--- config.mk ---
export PLATFORM = sky130hd
export DESIGN_NAME = instr_encoder
export DESIGN_NICKNAME = d
export VERILOG_FILES = /design/src/rtl/rv_isa_pkg.sv /design/src/rtl/instr_encoder_imm_pack.sv /design/src/rtl/instr_encoder.sv
export SDC_FILE = /design/constraint.sdc
export NUM_CORES = 1
export LEC_CHECK = 0
export ABC_AREA = 0
export CAP_MARGIN = 15
export CORE_MARGIN = 2
export CORE_UTILIZATION = 45
export DETAILED_ROUTE_END_ITERATION = 12
export GPL_TIMING_DRIVEN = 0
export PLACE_DENSITY_LB_ADDON = 0.15
export SYNTH_ARGS = -nofsm -noshare
export SYNTH_HDL_FRONTEND = slang
export SYNTH_SLANG_ARGS = --single-unit
export TNS_END_PERCENT = 100
--- constraint.sdc ---
create_clock -name clk -period 2.8 [get_ports clk]
set_input_delay 0.42 -clock clk [delete_from_list [all_inputs] [get_ports clk]]
set_output_delay 0.42 -clock clk [all_outputs]
set_load 0.05 [all_outputs]
--- src/rtl/rv_isa_pkg.sv ---
// rv_isa_pkg: RISC-V immediate-format codes, opcode/funct3 constants and
// per-format immediate bounds shared by the encode and decode sides.
package rv_isa_pkg;

   typedef enum logic [2:0] {
      IMM_I = 3'b000,
      IMM_S = 3'b001,
      IMM_B = 3'b010,
      IMM_J = 3'b011,
      IMM_U = 3'b100,
      IMM_R = 3'b101
   } imm_src_e;

   localparam logic [6:0] OPC_LOAD = 7'b0000011;
   localparam logic [6:0] OPC_STOR = 7'b0100011;

   localparam logic [2:0] F3_SLLI = 3'b001;
   localparam logic [2:0] F3_SRxI = 3'b101;

   localparam int SH_MIN = 0;
   localparam int SH_MAX = 31;
   localparam int I_MIN  = -2048;
   localparam int I_MAX  = 2047;
   localparam int S_MIN  = -2048;
   localparam int S_MAX  = 2047;
   localparam int B_MIN  = -4096;
   localparam int B_MAX  = 4094;
   localparam int J_MIN  = -1048576;
   localparam int J_MAX  = 1048574;

   // One instruction's worth of fields as it travels through stage 1
   typedef struct packed {
      logic [2:0]  imm_src;
      logic [6:0]  opcode;
      logic [4:0]  rd;
      logic [4:0]  rs1;
      logic [4:0]  rs2;
      logic [2:0]  funct3;
      logic [6:0]  funct7;
      logic [31:0] imm;
   } enc_fields_t;

   // Signed range test of a 32-bit immediate
   function automatic logic in_range(input logic [31:0] v, input int lo, input int hi);
      return ($signed(v) >= lo) && ($signed(v) <= hi);
   endfunction

endpackage

--- src/rtl/instr_encoder_imm_pack.sv ---
// imm_pack: combinational packer mapping the stage-1 fields to an
// instruction word and a representability error flag.
// Error logic is only built when ENC_RANGE_CHECK_EN is defined.
module imm_pack
   import rv_isa_pkg::*;
(
   input  enc_fields_t f,
   output logic [31:0] instr,
   output logic        err
);

   logic is_shift;

   // An I-format ALU op with a shift funct3 carries a 5-bit shamt plus funct7
   assign is_shift = (f.imm_src == IMM_I) &&
                     (f.opcode != OPC_LOAD) && (f.opcode != OPC_STOR) &&
                     ((f.funct3 == F3_SLLI) || (f.funct3 == F3_SRxI));

   // Scatter the immediate into the bit positions of the selected format
   always_comb begin
      instr = '0;
      case (f.imm_src)
         IMM_I: begin
            if (is_shift)
               instr = {f.funct7, f.imm[4:0], f.rs1, f.funct3, f.rd, f.opcode};
            else
               instr = {f.imm[11:0], f.rs1, f.funct3, f.rd, f.opcode};
         end
         IMM_S: instr = {f.imm[11:5], f.rs2, f.rs1, f.funct3, f.imm[4:0], f.opcode};
         IMM_B: instr = {f.imm[12], f.imm[10:5], f.rs2, f.rs1, f.funct3,
                         f.imm[4:1], f.imm[11], f.opcode};
         IMM_J: instr = {f.imm[20], f.imm[10:1], f.imm[11], f.imm[19:12], f.rd, f.opcode};
         IMM_U: instr = {f.imm[31:12], f.rd, f.opcode};
         IMM_R: instr = {f.funct7, f.rs2, f.rs1, f.funct3, f.rd, f.opcode};
         default: instr = '0;
      endcase
   end

`ifdef ENC_RANGE_CHECK_EN
   // Flag immediates the format cannot hold exactly, and unknown formats
   always_comb begin
      err = 1'b0;
      case (f.imm_src)
         IMM_I: begin
            if (is_shift)
               err = !in_range(f.imm, SH_MIN, SH_MAX);
            else
               err = !in_range(f.imm, I_MIN, I_MAX);
         end
         IMM_S: err = !in_range(f.imm, S_MIN, S_MAX);
         IMM_B: err = !in_range(f.imm, B_MIN, B_MAX) || f.imm[0];
         IMM_J: err = !in_range(f.imm, J_MIN, J_MAX) || f.imm[0];
         IMM_U: err = |f.imm[11:0];
         IMM_R: err = 1'b0;
         default: err = 1'b1;
      endcase
   end
`else
   assign err = 1'b0;
`endif

endmodule

--- src/rtl/instr_encoder.sv ---
// instr_encoder: two-stage RISC-V instruction encoder with a sequential
// write address for streaming programs into instruction memory.
// ENC_RANGE_CHECK_EN enables out_err and the saturating err_cnt.
module instr_encoder
   import rv_isa_pkg::*;
#(
   parameter int            AW        = 32,
   parameter logic [AW-1:0] BASE_ADDR = '0
)(
   input  logic          clk,
   input  logic          rst_n,
   input  logic          in_valid,
   output logic          in_ready,
   input  logic [2:0]    in_imm_src,
   input  logic [6:0]    in_opcode,
   input  logic [4:0]    in_rd,
   input  logic [4:0]    in_rs1,
   input  logic [4:0]    in_rs2,
   input  logic [2:0]    in_funct3,
   input  logic [6:0]    in_funct7,
   input  logic [31:0]   in_imm,
   output logic          out_valid,
   input  logic          out_ready,
   output logic [31:0]   out_instr,
   output logic [AW-1:0] out_addr,
   output logic          out_err,
   output logic [7:0]    err_cnt
);

   enc_fields_t   in_fields;
   enc_fields_t   s1_fields;
   logic          s1_valid;
   logic          s1_advance;
   logic          handshake;
   logic [31:0]   pack_instr;
   logic          pack_err;
   logic          s2_valid;
   logic [31:0]   s2_instr;
   logic          s2_err;
   logic [AW-1:0] addr;

   assign in_fields = '{imm_src: in_imm_src, opcode: in_opcode, rd: in_rd,
                        rs1: in_rs1, rs2: in_rs2, funct3: in_funct3,
                        funct7: in_funct7, imm: in_imm};

   assign handshake  = s2_valid && out_ready;
   assign s1_advance = !s2_valid || out_ready;
   assign in_ready   = !s1_valid || s1_advance;

   imm_pack u_pack (
      .f     (s1_fields),
      .instr (pack_instr),
      .err   (pack_err)
   );

   // Stage 1: capture the field bundle whenever it can move on or is empty
   always_ff @(posedge clk or negedge rst_n) begin
      if (!rst_n) begin
         s1_valid  <= 1'b0;
         s1_fields <= '0;
      end else if (in_ready) begin
         s1_valid <= in_valid;
         if (in_valid)
            s1_fields <= in_fields;
      end
   end

   // Stage 2: hold the packed word until the consumer takes it
   always_ff @(posedge clk or negedge rst_n) begin
      if (!rst_n) begin
         s2_valid <= 1'b0;
         s2_instr <= '0;
         s2_err   <= 1'b0;
      end else if (s1_advance) begin
         s2_valid <= s1_valid;
         if (s1_valid) begin
            s2_instr <= pack_instr;
            s2_err   <= pack_err;
         end
      end
   end

   // Write address steps one word per accepted output, wrapping naturally
   always_ff @(posedge clk or negedge rst_n) begin
      if (!rst_n)
         addr <= BASE_ADDR;
      else if (handshake)
         addr <= addr + AW'(4);
   end

`ifdef ENC_RANGE_CHECK_EN
   logic [7:0] cnt;

   // Count emitted error words, sticking at 255
   always_ff @(posedge clk or negedge rst_n) begin
      if (!rst_n)
         cnt <= '0;
      else if (handshake && s2_err && (cnt != 8'hFF))
         cnt <= cnt + 8'd1;
   end

   assign err_cnt = cnt;
`else
   assign err_cnt = 8'd0;
`endif

   assign out_valid = s2_valid;
   assign out_instr = s2_instr;
   assign out_err   = s2_err;
   assign out_addr  = addr;

endmodule

# Yosys cells after proc, flatten, opt, wreduce, memory -nomap -nowiden
# Cells that the tools add are included.
# word_totals
ff_bits,133
input_bits,71
wordCells,36
# op_classes
n_addsub,1
eq_ne,9
mux,2
n_reduce_logical,12
# op_table
operator,n
32-bit case mux with 6 select lines,1
"32-bit by 3-bit adder with 32-bit output, second input constant",1
32-bit 2-to-1 mux,1
"3-bit == test, second input constant",3
"7-bit by 2-bit != test with 1-bit output, second input constant",1
"7-bit by 6-bit != test with 1-bit output, second input constant",1
"3-bit by 1-bit == test with 1-bit output, second input constant",2
"3-bit by 2-bit == test with 1-bit output, second input constant",2
1-bit logical AND,4
2-bit AND reduction,2
3-bit zero test,1
1-bit logical OR,3
1-bit zero test,2

# Depth between registers and ports, before layout
# logic_depth
depth_word,6
ltp_mapped,6
mapped_depth_nobuf,5

# Hierarchy
# From an unflattened synthesis, not the netlist that was laid out.
# unflattened
hier_cells,495
area_unflattened_um2,6202.2
# by_module_without_submodules
module,n_inst,cells_each,area_each_um2
instr_encoder,1,343,5250.0
imm_pack,1,152,952.2

# Worst setup path after synthesis
# No wires, ideal clock.
# synth_timing
path_kind,reg2reg
from,"register s2_valid, in the netlist out_valid"
to,register s1_fields[0] in the netlist's numbering
setup_time_ps,125
arrival_ps,2308
required_ps,2675
slack_ps,367
stages_incl_launch_ff,6
path_buffers,2
synth_period_minus_slack_ps,2433
cell_sequence,dfrtp_1 nand3b_1 nand2_1 buf_2 buf_2 mux2_2
# synth_between
elab_chain_cells,4
# synth_lines
element,line_no,text
"start, declared",instr_encoder.sv:37,logic s2_valid;
"start signal, assigned",instr_encoder.sv:75,s2_valid <= s1_valid;
1-bit zero test,instr_encoder.sv:47,assign s1_advance = !s2_valid || out_ready;
1-bit logical OR,instr_encoder.sv:47,
1-bit logical OR,instr_encoder.sv:48,assign in_ready = !s1_valid || s1_advance;
via in_ready,instr_encoder.sv:13,"output logic in_ready,"
2-bit AND reduction (no line),-,
"end signal, assigned",instr_encoder.sv:64,s1_fields <= in_fields;
"end, declared",instr_encoder.sv:31,enc_fields_t s1_fields;
# The timed path passes the listed nets, and every way through them passes these cells.
# A chain may end at the register's enable or synchronous reset.

# Worst setup path after layout
# layout_timing
from,input out_ready
to,output in_ready
# layout_between
elab_chain_cells,2
# layout_lines
element,line_no,text
"start, declared",instr_encoder.sv:23,"input logic out_ready,"
1-bit logical OR,instr_encoder.sv:47,
1-bit logical OR,instr_encoder.sv:48,
"end, declared",instr_encoder.sv:13,
# Every way passes these cells.

==> metrics <==
total via count in the routed design 4,525; syn_area_per_cell 12.4 um^2; crit path kind in -> out; Sw Share 0.331; max-cap check violation count 0; Period minus WS final 2440 ps; Unique masters post-synth 44; CP max stage delay 850 ps; Die Ht 120 um; Finished Cell Area 8240 um^2; Req. time, crit path 2380 ps; Setup Buffers After CTS 0; Max Clock Skew 5.70 ps; Flop pwr share 0.366; R2R Setup Slk 810 ps; Crit Path Max Fanout 5; Synth Cell Area 6000 um^2; Worst slew margin 0.410; drt initial violations 333; Synth Instances 485; Hold-fix buffers, CTS 0; Worst R2R End out_instr[12]; flops & latches, synth 131; commonest non-fill, non-tap cell in the layout clkdlybuf4s50_1; largest net degree at the start of global routing 74; die area 14,300 um^2; Critical-path top delay cell clkdlybuf4s50_1; Post-synth ARST share 1.00; die width 120 um; # IOs 146; Rows 42; CP Capture Type output pin; maximum VDD drop 0.453 mV; HPWL Detailed 10,500 um; Starting Density 0.457; CTS resizes 0; clk buf depth 2; WL/cell 17.9 um; max-slew violations 0; Cell Int Power 4.51 mW; Seq/Total Area, Yosys 0.546; most frequent CP cell clkdlybuf4s50_1; vias in the first global route 4,539; Fin. Hold Viols 0; critical path arrival 2020 ps; global placement routability congestion 0.837; clock sink count 131; DRT Pass-1 Iters 4; clock share of power 0.337; Main synth FF type dfrtp_1; Critical Path Source Type input pin; initial antenna violation count 0; GR Overflow Total 0; H-tree levels 4; TritonCTS Buffers 17; drt total wl 15,000 um; post-detailed-route count of antenna-violating nets 0; Leakage 3.46 nW; Total GRT Usage 0.217; core area 13,100 um^2; period utilization 0.873; clock latency on the worst-skew pair 420 ps; Setup Viol. Count Final 0; first-pass GRT wire length 23,700 um; Placed Cells 806; CP cell instances clkdlybuf4s50_1, nand3b_1, clkdlybuf4s50_1; min-delay worst type in -> async; P&R area growth vs syn 37.3%; Post-synth EDFFs 0; drt drc 0; switching power 2.23 mW; PortBufs 134; Finished Layout Cells 837; most frequent cells in the layout clkdlybuf4s50_1 (133), dfrtp_1 (131), mux2_2 (81); routed vias/inst 5.41; Clock transition at path regs 50 ps; DP Area 7630 um^2; Syn. warnings 0; Reg2Reg Launch Point s1_fields[65]; CTS tree built; PD cells 818 nW/um^2; CTS root buf clkbuf_16; Layout Nets 721; setup TNS 0 ps; number of diodes 0; R2R depth 6; run status finished, final reports clean; utilization after layout 0.628; max frequency 0.409 GHz; RSZ-0062 raised after global routing no; Tot Pwr 6.74 mW; layout cells sized above 1 0.209; actual slew at the worst max-slew pin 877 ps; Gate power share 0.296
-- worst max path at each step --
stage	startpoint	end	slack, ps	depth (start not counted)
floorplan	out_valid	s1_fields[0]	370	5
global placement	rst_n	s1_fields[47]	-3790	1
detailed placement	out_ready	out_instr[23]	290	6
CTS	out_ready	in_ready	370	3
global route	out_ready	in_ready	350	3
finish	out_ready	in_ready	360	3
-- layer usage --
metal  wire, um  share of wire  global-route usage  vias up
met4        374          0.025              0.0926        0
met2       7560           0.50               0.363      138
met5          0              0                   0        -
met1       6340           0.42               0.271     2275
met3        703          0.047              0.0490       29
li1           -              -                   -     2083
-- final cells by class --
type                            count  area, um^2
Fill cell                        1065        4890
Buffer                             39         211
Tap cell                          176         220
Multi-Input combinational cell    324        2550
Inverter                            1        3.75
Clock inverter                      9         128
Sequential cell                   131        3280
Timing Repair Buffer              135        1370
Clock buffer                       22         484
-- kinds of logic after synthesis --
family                     share of synthesized area
AOI/OAI and AO/OA                              0.102
xor gates and xnor gates                      0.0423
adders and majority gates                    0.00208
buffers and inverters                         0.0358
DFF                                            0.546
muxes                                          0.170
other                                       0.000625
and+or+nand+nor                                0.101
-- cells in the mapped netlist (all sizes together), types with 2 or more instances --
library cell  number  share of area
a211o              4         0.0058
a211oi             8          0.010
a21o               9          0.011
a21oi             11          0.011
a221oi             8          0.012
a22o              14          0.020
a22oi              5         0.0063
a32o               4         0.0067
and3               3         0.0031
and4               3         0.0044
buf               21          0.024
clkbuf            18          0.011
dfrtp            131           0.55
mux2              81           0.15
mux2i             11          0.018
nand2             32          0.020
nand2b             7         0.0073
nand3             20          0.017
nand4             13          0.014
nor2               9         0.0056
nor2b             12          0.013
nor3               2         0.0017
nor4               4         0.0052
o21ai              7         0.0058
o221ai             7          0.010
or4b               2         0.0040
xnor2             25          0.036
xor2               4         0.0058
-- registers in the layout (all words and copies together), names as in the netlist --
signal	cells
out_valid	1
out_addr	30
s1_fields	67
out_instr	32
s1_valid	1
-- power groups by stage --
stage | Combinational (mW) | Clock [mW] | Sequential, mW
detailed placement | 2.00 | 0 | 2.49
global placement | 1.96 | 0 | 2.49
finish | 2.00 | 2.27 | 2.47
CTS | 2.01 | 2.32 | 2.47
floorplan | 0.724 | 0 | 3.03
global route | 2.11 | 2.41 | 2.51
-- critical path, delay by kind of cell --
| family | cells | cell delay [ps] |
|---|---|---|
| buffers and inverters | 2 | 1410 |
| AND/OR/NAND/NOR | 1 | 180 |
-- through the flow --
stage / worst slack (ps) / hold WS [ps]
floorplan: 367 / 124
global placement: -3790 / 460
detailed placement: 287 / 467
CTS: 367 / 38.3
global route: 348 / 52.1
finish: 356 / 11.2
Note: power is estimated with default switching activity, not from simulation.
